## src/rtl/hazard_pkg.sv

```systemverilog
// Shared types and constants for the pipeline hazard controller.
// State enum, multi-cycle bounds, timer and stats counter widths.
package hazard_pkg;

  typedef enum logic {
    RUN   = 1'b0,
    MULTI = 1'b1
  } hz_state_t;

  localparam int MULTI_CYCLES_MIN = 2;
  localparam int MULTI_CYCLES_MAX = 16;
  localparam int CNT_W            = 4;
  localparam int STAT_W           = 16;

endpackage

```

## src/rtl/hazard_ctrl_if.sv

```systemverilog
// Hazard bundle between the pipeline (master) and hazard_ctrl (slave).
// Master drives ID/EX hazard inputs; slave returns stall/flush/hold.
interface hazard_ctrl_if;

  logic [3:0] IDRs1;
  logic [3:0] IDRs2;
  logic       IDRs1Used;
  logic       IDRs2Used;
  logic [3:0] EXRd;
  logic       EXMemRead;
  logic       EXMultiStart;
  logic       BranchTaken;
  logic       StopPC;
  logic       IDEXFlush;
  logic       IFIDFlush;
  logic       EXHold;

  modport master (
    output IDRs1, IDRs2, IDRs1Used, IDRs2Used,
    output EXRd, EXMemRead, EXMultiStart, BranchTaken,
    input  StopPC, IDEXFlush, IFIDFlush, EXHold
  );

  modport slave (
    input  IDRs1, IDRs2, IDRs1Used, IDRs2Used,
    input  EXRd, EXMemRead, EXMultiStart, BranchTaken,
    output StopPC, IDEXFlush, IFIDFlush, EXHold
  );

endinterface

```

## src/rtl/multi_cycle_timer.sv

```systemverilog
// Down-counter sequencing the remaining EX cycles of a mul/div op.
// Ports: clk, rst, load, load_val, dec in; done out (cnt == 0).
module multi_cycle_timer
  import hazard_pkg::*;
(
  input  logic             clk,
  input  logic             rst,
  input  logic             load,
  input  logic [CNT_W-1:0] load_val,
  input  logic             dec,
  output logic             done
);

  logic [CNT_W-1:0] cnt;

  always_ff @(posedge clk or posedge rst) begin
    if (rst)
      cnt <= '0;
    else if (load)
      cnt <= load_val;
    else if (dec && cnt != '0)
      cnt <= cnt - 1'b1;
  end

  assign done = (cnt == '0);

endmodule

```

## src/rtl/hazard_ctrl.sv

```systemverilog
// Hazard controller: load-use stall, branch flush, mul/div EX hold.
// Ports: clk, rst, hz (slave bundle); HAZARD_CTRL_STATS_EN adds
// StallCount/FlushCount saturating event counters.
module hazard_ctrl
  import hazard_pkg::*;
#(
  parameter int MULTI_CYCLES = 4
) (
  input  logic              clk,
  input  logic              rst,
  hazard_ctrl_if.slave      hz
`ifdef HAZARD_CTRL_STATS_EN
  ,
  output logic [STAT_W-1:0] StallCount,
  output logic [STAT_W-1:0] FlushCount
`endif
);

  // RUN covers the start cycle and the last cycle, so MULTI
  // lasts MULTI_CYCLES-2 cycles: cnt runs from MULTI_CYCLES-3 to 0.
  localparam int LOADV =
    (MULTI_CYCLES > 2) ? MULTI_CYCLES - 3 : 0;

  if (MULTI_CYCLES < MULTI_CYCLES_MIN ||
      MULTI_CYCLES > MULTI_CYCLES_MAX) begin : g_bad_cycles
    $error("hazard_ctrl: MULTI_CYCLES out of range");
  end

  hz_state_t state, state_n;
  logic      t_load, t_dec, t_done;
  logic      load_use;
  logic      stop, idex_fl, ifid_fl, hold;

  multi_cycle_timer u_timer (
    .clk      (clk),
    .rst      (rst),
    .load     (t_load),
    .load_val (CNT_W'(LOADV)),
    .dec      (t_dec),
    .done     (t_done)
  );

  assign load_use = hz.EXMemRead &&
    ((hz.IDRs1Used && hz.IDRs1 == hz.EXRd) ||
     (hz.IDRs2Used && hz.IDRs2 == hz.EXRd));

  always_ff @(posedge clk or posedge rst) begin
    if (rst)
      state <= RUN;
    else
      state <= state_n;
  end

  always_comb begin
    state_n = state;
    t_load  = 1'b0;
    t_dec   = 1'b0;
    stop    = 1'b0;
    idex_fl = 1'b0;
    ifid_fl = 1'b0;
    hold    = 1'b0;
    unique case (state)
      RUN: begin
        if (hz.BranchTaken) begin
          ifid_fl = 1'b1;
          idex_fl = 1'b1;
        end else if (hz.EXMultiStart) begin
          stop = 1'b1;
          hold = 1'b1;
          if (MULTI_CYCLES > 2) begin
            t_load  = 1'b1;
            state_n = MULTI;
          end
        end else if (load_use) begin
          stop    = 1'b1;
          idex_fl = 1'b1;
        end
      end
      MULTI: begin
        stop = 1'b1;
        hold = 1'b1;
        if (t_done)
          state_n = RUN;
        else
          t_dec = 1'b1;
      end
      default: state_n = RUN;
    endcase
    // Outputs fall with rst itself, not at the next edge.
    if (rst) begin
      stop    = 1'b0;
      idex_fl = 1'b0;
      ifid_fl = 1'b0;
      hold    = 1'b0;
    end
  end

  assign hz.StopPC    = stop;
  assign hz.IDEXFlush = idex_fl;
  assign hz.IFIDFlush = ifid_fl;
  assign hz.EXHold    = hold;

`ifdef HAZARD_CTRL_STATS_EN
  always_ff @(posedge clk or posedge rst) begin
    if (rst) begin
      StallCount <= '0;
      FlushCount <= '0;
    end else begin
      if (stop && StallCount != '1)
        StallCount <= StallCount + 1'b1;
      if (ifid_fl && FlushCount != '1)
        FlushCount <= FlushCount + 1'b1;
    end
  end
`endif

endmodule

```

## src/flat_wrapper.sv

```systemverilog
// flat-port wrapper written by rule: the top's interface ports become plain ports
module hazard_ctrl_flat import hazard_pkg::*;
#(
  parameter int MULTI_CYCLES = 4
)
  (clk, rst, hz_IDRs1, hz_IDRs2, hz_IDRs1Used, hz_IDRs2Used, hz_EXRd, hz_EXMemRead, hz_EXMultiStart, hz_BranchTaken, hz_StopPC, hz_IDEXFlush, hz_IFIDFlush, hz_EXHold);
  hazard_ctrl_if hz_i ();
  input  logic clk;
  input  logic rst;
  input wire logic [$bits(hz_i.IDRs1)-1:0] hz_IDRs1;
  input wire logic [$bits(hz_i.IDRs2)-1:0] hz_IDRs2;
  input wire logic [$bits(hz_i.IDRs1Used)-1:0] hz_IDRs1Used;
  input wire logic [$bits(hz_i.IDRs2Used)-1:0] hz_IDRs2Used;
  input wire logic [$bits(hz_i.EXRd)-1:0] hz_EXRd;
  input wire logic [$bits(hz_i.EXMemRead)-1:0] hz_EXMemRead;
  input wire logic [$bits(hz_i.EXMultiStart)-1:0] hz_EXMultiStart;
  input wire logic [$bits(hz_i.BranchTaken)-1:0] hz_BranchTaken;
  output wire logic [$bits(hz_i.StopPC)-1:0] hz_StopPC;
  output wire logic [$bits(hz_i.IDEXFlush)-1:0] hz_IDEXFlush;
  output wire logic [$bits(hz_i.IFIDFlush)-1:0] hz_IFIDFlush;
  output wire logic [$bits(hz_i.EXHold)-1:0] hz_EXHold;
  assign hz_i.IDRs1 = hz_IDRs1;
  assign hz_i.IDRs2 = hz_IDRs2;
  assign hz_i.IDRs1Used = hz_IDRs1Used;
  assign hz_i.IDRs2Used = hz_IDRs2Used;
  assign hz_i.EXRd = hz_EXRd;
  assign hz_i.EXMemRead = hz_EXMemRead;
  assign hz_i.EXMultiStart = hz_EXMultiStart;
  assign hz_i.BranchTaken = hz_BranchTaken;
  assign hz_StopPC = hz_i.StopPC;
  assign hz_IDEXFlush = hz_i.IDEXFlush;
  assign hz_IFIDFlush = hz_i.IFIDFlush;
  assign hz_EXHold = hz_i.EXHold;
  hazard_ctrl #(.MULTI_CYCLES(MULTI_CYCLES)) u_core (.clk(clk), .rst(rst), .hz(hz_i));
endmodule
```

## config.mk

```make
export PLATFORM = sky130hd
export DESIGN_NAME = hazard_ctrl_flat
export DESIGN_NICKNAME = d
export VERILOG_FILES = /design/src/rtl/hazard_pkg.sv /design/src/rtl/hazard_ctrl_if.sv /design/src/rtl/multi_cycle_timer.sv /design/src/rtl/hazard_ctrl.sv /design/src/flat_wrapper.sv
export SDC_FILE = /design/constraint.sdc
export NUM_CORES = 1
export LEC_CHECK = 0
export CAP_MARGIN = 30
export CORE_AREA = 2 2 39 41
export DETAILED_ROUTE_END_ITERATION = 10
export DIE_AREA = 0 0 41 43
export PLACE_DENSITY = 0.66
export SKIP_LAST_GASP = 1
export SLEW_MARGIN = 25
export SYNTH_ARGS = -nofsm -noshare
export SYNTH_HDL_FRONTEND = slang
export SYNTH_SLANG_ARGS = --single-unit
```

## constraint.sdc

```tcl
create_clock -name clk -period 1.45 [get_ports clk]
set_clock_uncertainty 0.1 [all_clocks]
set_input_delay 0.3625 -clock clk [delete_from_list [all_inputs] [get_ports clk]]
set_output_delay 0.3625 -clock clk [all_outputs]
set_load 0.005 [all_outputs]
```

[Word level (Yosys, flattened, before mapping)]
Cells that the tools add are included.
Cells by class
  shifts and indexed selects: 0
  multiply operators: 0
  order comparisons: 0
  muxes and demuxes: 22
  eq/ne operators: 2
  bitwise logic cells: 1
  reduce and logical (&&, ||, !) cells: 8
  divide/modulo/power cells: 0
  add/subtract/negate cells: 1
Operators with widths (count)
  2-to-1 mux 1 bit: 17
  == test 4 bit: 2
  2-to-1 mux 4 bit: 2
  one-hot mux 1 bit (2 select lines): 3
  logical AND 1 bit: 4
  zero test 4 bit: 1
  nonzero test 4 bit: 1
  subtractor 4 x 1 -> 4 bit, second input constant: 1
  nonzero test 2 bit: 1
  logical OR 1 bit: 1
  inverter 1 bit: 1
Word-level totals
  word-level logic and storage cells: 36
  register bits: 5
  bits in read-only memories: 0
  memory bits (writable): 0
  latch bits: 0
  memories kept: 0

[Depth between registers and ports, before layout]
  depth in word-level cells: 9
  mapped depth: 6

[By module]
A second synthesis with hierarchy kept.
Second synthesis, totals
  cell total of the unflattened synthesis: 57
  area, all modules: 475.5 µm²
Modules (own cells, without submodules)
  multi_cycle_timer: sequential area each 100.1 µm², cells an instance 28, area each 261.5 µm², instances 1
  hazard_ctrl: sequential area each 25.0 µm², cells an instance 29, area each 214.0 µm², instances 1

[Worst setup path before layout]
OpenSTA, ideal clock, no wires.
  kind: reg2reg
  start point: register u_core.u_timer.cnt[0]
  end point: register u_core.u_timer.cnt[0]
  path buffers: 0
  setup slack: -0.038 ns
  library setup time: 0.125 ns
  period minus slack after synthesis: 1.488 ns
  data required time: 1.225 ns
  arrival time: 1.263 ns
  stages on the path, launching flop included: 7
  cell sequence: dfrtp_1 -> inv_1 -> ha_1 -> inv_1 -> o31ai_4 -> nand2_2 -> mux2_4
Between the ends
  cells in the longest elaborated chain, start to end: 5
  elaborated cells on any way between the ends: 9
  classes of those cells: add/sub (1); mux (4); reduce/logical (4)
Ends and longest elaborated chain
  start: declaration: line multi_cycle_timer.sv:14  | logic [CNT_W-1:0] cnt;
  start signal: assignment: line multi_cycle_timer.sv:20  | cnt <= load_val;
  start signal: assignment: line multi_cycle_timer.sv:22  | cnt <= cnt - 1'b1;
  parallel branches: the longest is 5 deep, another holds subtractor 4 x 1 -> 4 bit
Several ways; the timed one is not identified. The select of a mux whose other input is x is not followed.
A chain may end at the register's enable or synchronous reset.

[Final worst setup path]
  start point: input hz_EXMemRead
  end point: output hz_IDEXFlush
Between the ends
  cells in the longest elaborated chain, start to end: 6
Ends and longest elaborated chain
  start: declaration: line flat_wrapper.sv:15  | input wire logic [$bits(hz_i.EXMemRead)-1:0] hz_EXMemRead;
  logical AND 1 bit: line hazard_ctrl.sv:43  | assign load_use = hz.EXMemRead &&
  2-to-1 mux 1 bit: line hazard_ctrl.sv:74  | end else if (load_use) begin
  2-to-1 mux 1 bit: line hazard_ctrl.sv:67  | end else if (hz.EXMultiStart) begin
  2-to-1 mux 1 bit: line hazard_ctrl.sv:64  | if (hz.BranchTaken) begin
  2-to-1 mux 1 bit: line hazard_ctrl.sv:62  | unique case (state)
  2-to-1 mux 1 bit: line hazard_ctrl.sv:90  | if (rst) begin
  end: declaration: line flat_wrapper.sv:19  | output wire logic [$bits(hz_i.IDEXFlush)-1:0] hz_IDEXFlush;
Every way passes these cells.

==> flow_summary.json <==
{
  "synth_ff_type": "dfrtp_1",
  "arrival_ns": 1.18,
  "synth.top_cell.area_share_pct": 30.77,
  "crit_fanout": 2,
  "worstSetupStartpointType": "input pin",
  "synthCells": 44,
  "grt_overflow": 0,
  "row_count": 14,
  "antenna_found_initial": 0,
  "cp-startpoint": "hz_EXMemRead",
  "dieArea_sq_um": 1763,
  "fin_ws_ns": -0.1930,
  "hp-class": "input pin to async pin",
  "p_leak_nw": 0.3781,
  "gp_congestion": 0.7119,
  "grt_pass1_wl_microns": 1787,
  "drive_gt1_share_pct": 62.35,
  "clock_latency_ns": 0.24,
  "synth_edf_count": 0,
  "diodes": 0,
  "rr_startpoint": "u_core.u_timer.cnt[0]",
  "yosys_warnings": 0,
  "cts_buffers": 3,
  "drtIter0Drc": 4,
  "pwr_density_cell_nw_per_um2": 1459,
  "synth_cell_types": 22,
  "avgRoutedWirePerCell_microns": 12.04,
  "fin_util_pct": 59.04,
  "gr-usage-all-layers_pct": 15.22,
  "period_needed_ns": 1.643,
  "grt_start_max_net_pins": 6,
  "fin_nets": 107,
  "setup_viol": 6,
  "cts_sinks": 5,
  "wl_microns": 1216,
  "start_util_pct": 29.39,
  "io_pins": 23,
  "cts_tree": "yes",
  "area.growth.synth_to_final_pct": 100.9,
  "synth_fp_nets": 65,
  "grt_pass1_vias": 477,
  "worst_hold_slack_ns": 0.2189,
  "vias": 453,
  "drc": 0,
  "cts.clk_slew.worst_paths_ns": 0.04,
  "failed_checks": "setup timing",
  "vias_per_cell": 4.485,
  "cp-end-kind": "output pin",
  "post-dp-hpwl_microns": 952.7,
  "die_w_microns": 41,
  "relSlewSlack_pct": 80.33,
  "synthTopCellsByArea": "dfrtp_1, xor2_1, xnor2_1",
  "grt_setup_unrepaired": "true",
  "worst-endpoint-required_ns": 0.99,
  "syn-cell-area_sq_um": 406.6,
  "drv_slew": 0,
  "portBuffers": 22,
  "first_pass_iters": 4,
  "root_buffer": "clkbuf_4",
  "min_period_over_period_pct": 113.3,
  "htree_levels": 1,
  "critPathKind": "input pin to output pin",
  "syn_avg_cell_area_sq_um": 9.242,
  "ir_drop_uv": 794.4,
  "core_sq_um": 1384,
  "max_freq_mhz": 608.7,
  "async_reset_ff_share_pct": 100.0,
  "ys_seq_area_share_pct": 30.77,
  "drtAntennaViolNets": 0,
  "outcome": "finished, violations left",
  "worst_slew_pin_slew_ns": 0.2924,
  "synth-seq-cells": 5,
  "report.final.hold_viol_count": 0,
  "synth_top_area_cell": "dfrtp_1",
  "max-cap-violations": 0,
  "cts_buffer_depth": 2,
  "die_h_microns": 43
}
==> timing repair <==
action	4_1_cts	5_1_grt
pin swaps	17	11
setup endpoints to repair	5	7
setup buffers	0	4
gates resized for setup	69	19
hold buffers	0	0
==> layer usage <==
layer	up-vias	routed length [microns]	global-route usage, %
met2	10	702	27.19
met3	2	41	4.712
li1	233	-	-
met5	-	0	0
met1	208	457	14.98
met4	0	14	6.000
==> stage by stage <==
step	total power, mW	instance area [sq um]	std cells	worst slack [ns]	TNS (ns)
after CTS	1.013	708.2	97	-0.2271	-0.5337
after floorplan	0.5539	406.6	44	0.005182	0
after detailed placement	0.8743	729.5	93	-1.012	-3.727
after global placement	0.8624	729.5	93	-0.9824	-3.492
after global routing	1.298	817.0	101	-0.2772	-1.085
final	1.192	817.0	101	-0.1930	-0.6123
==> layout by cell type (no fill, tap or decap), types with 2 or more instances in the layout <==
cell type and instances:
dfrtp_1 5, buf_2 10, inv_2 4, clkbuf_4 3, buf_4 14, xnor2_1 3
buf_6 6, xor2_2 4, dlygate4sd2_1 4, xor2_1 2, nor3_2 3, nand3_1 2
clkdlybuf4s15_1 2
==> flip-flops by register name, summed over array words and instances, names as in the netlist <==
| register | flops |
|---|---|
| u_core.u_timer.cnt | 4 |
| u_core.state | 1 |
==> power breakdown <==
group          switching [mW]  internal, mW
Combinational           0.305         0.459
Clock                  0.0527         0.104
Sequential             0.0671         0.204
Total                   0.425         0.767
==> worst max-delay path: stages <==
cell             delay (ns)
clkdlybuf4s50_1        0.48
nand3_1                0.08
o21bai_1               0.14
buf_2                  0.13
==> cells by family after synthesis <==
family	after synthesis	share of synthesized area, %
simple gates	13	17.23
mux	1	3.691
fa+ha+maj	2	6.153
compound gates	9	18.16
buf+inv	5	4.616
xor+xnor	9	19.39
flops	5	30.77
==> synth_stat cells, types with 2 or more instances <==
master / instances
inv_1: 5
nand3_1: 3
xnor2_1: 3
nor3_1: 4
dfrtp_1: 5
xor2_1: 6
ha_1: 2
o21ai_0: 2
==> cell type report <==
| class | count | area (sq um) |
|---|---|---|
| Fill cell | 132 | 566.8 |
| Multi-Input combinational cell | 34 | 339.1 |
| Timing Repair Buffer | 37 | 287.8 |
| Sequential cell | 5 | 125.1 |
| Clock buffer | 4 | 26.28 |
| Tap cell | 16 | 20.02 |
| Inverter | 5 | 18.77 |
==> final timing paths <==
check	depth (start not counted)	slack (ns)	endpoint
hold reg to reg	2	0.48	u_core.u_timer.cnt[3]
min in group clk	2	0.48	u_core.u_timer.cnt[3]
max in group asynchronous	3	0.92	u_core.u_timer.cnt[0]
hold / removal	3	0.22	u_core.u_timer.cnt[3]
setup reg to reg	6	-0.07	u_core.u_timer.cnt[0]
setup / recovery	4	-0.19	hz_IDEXFlush
No activity file was read; power rests on OpenSTA's default activity.
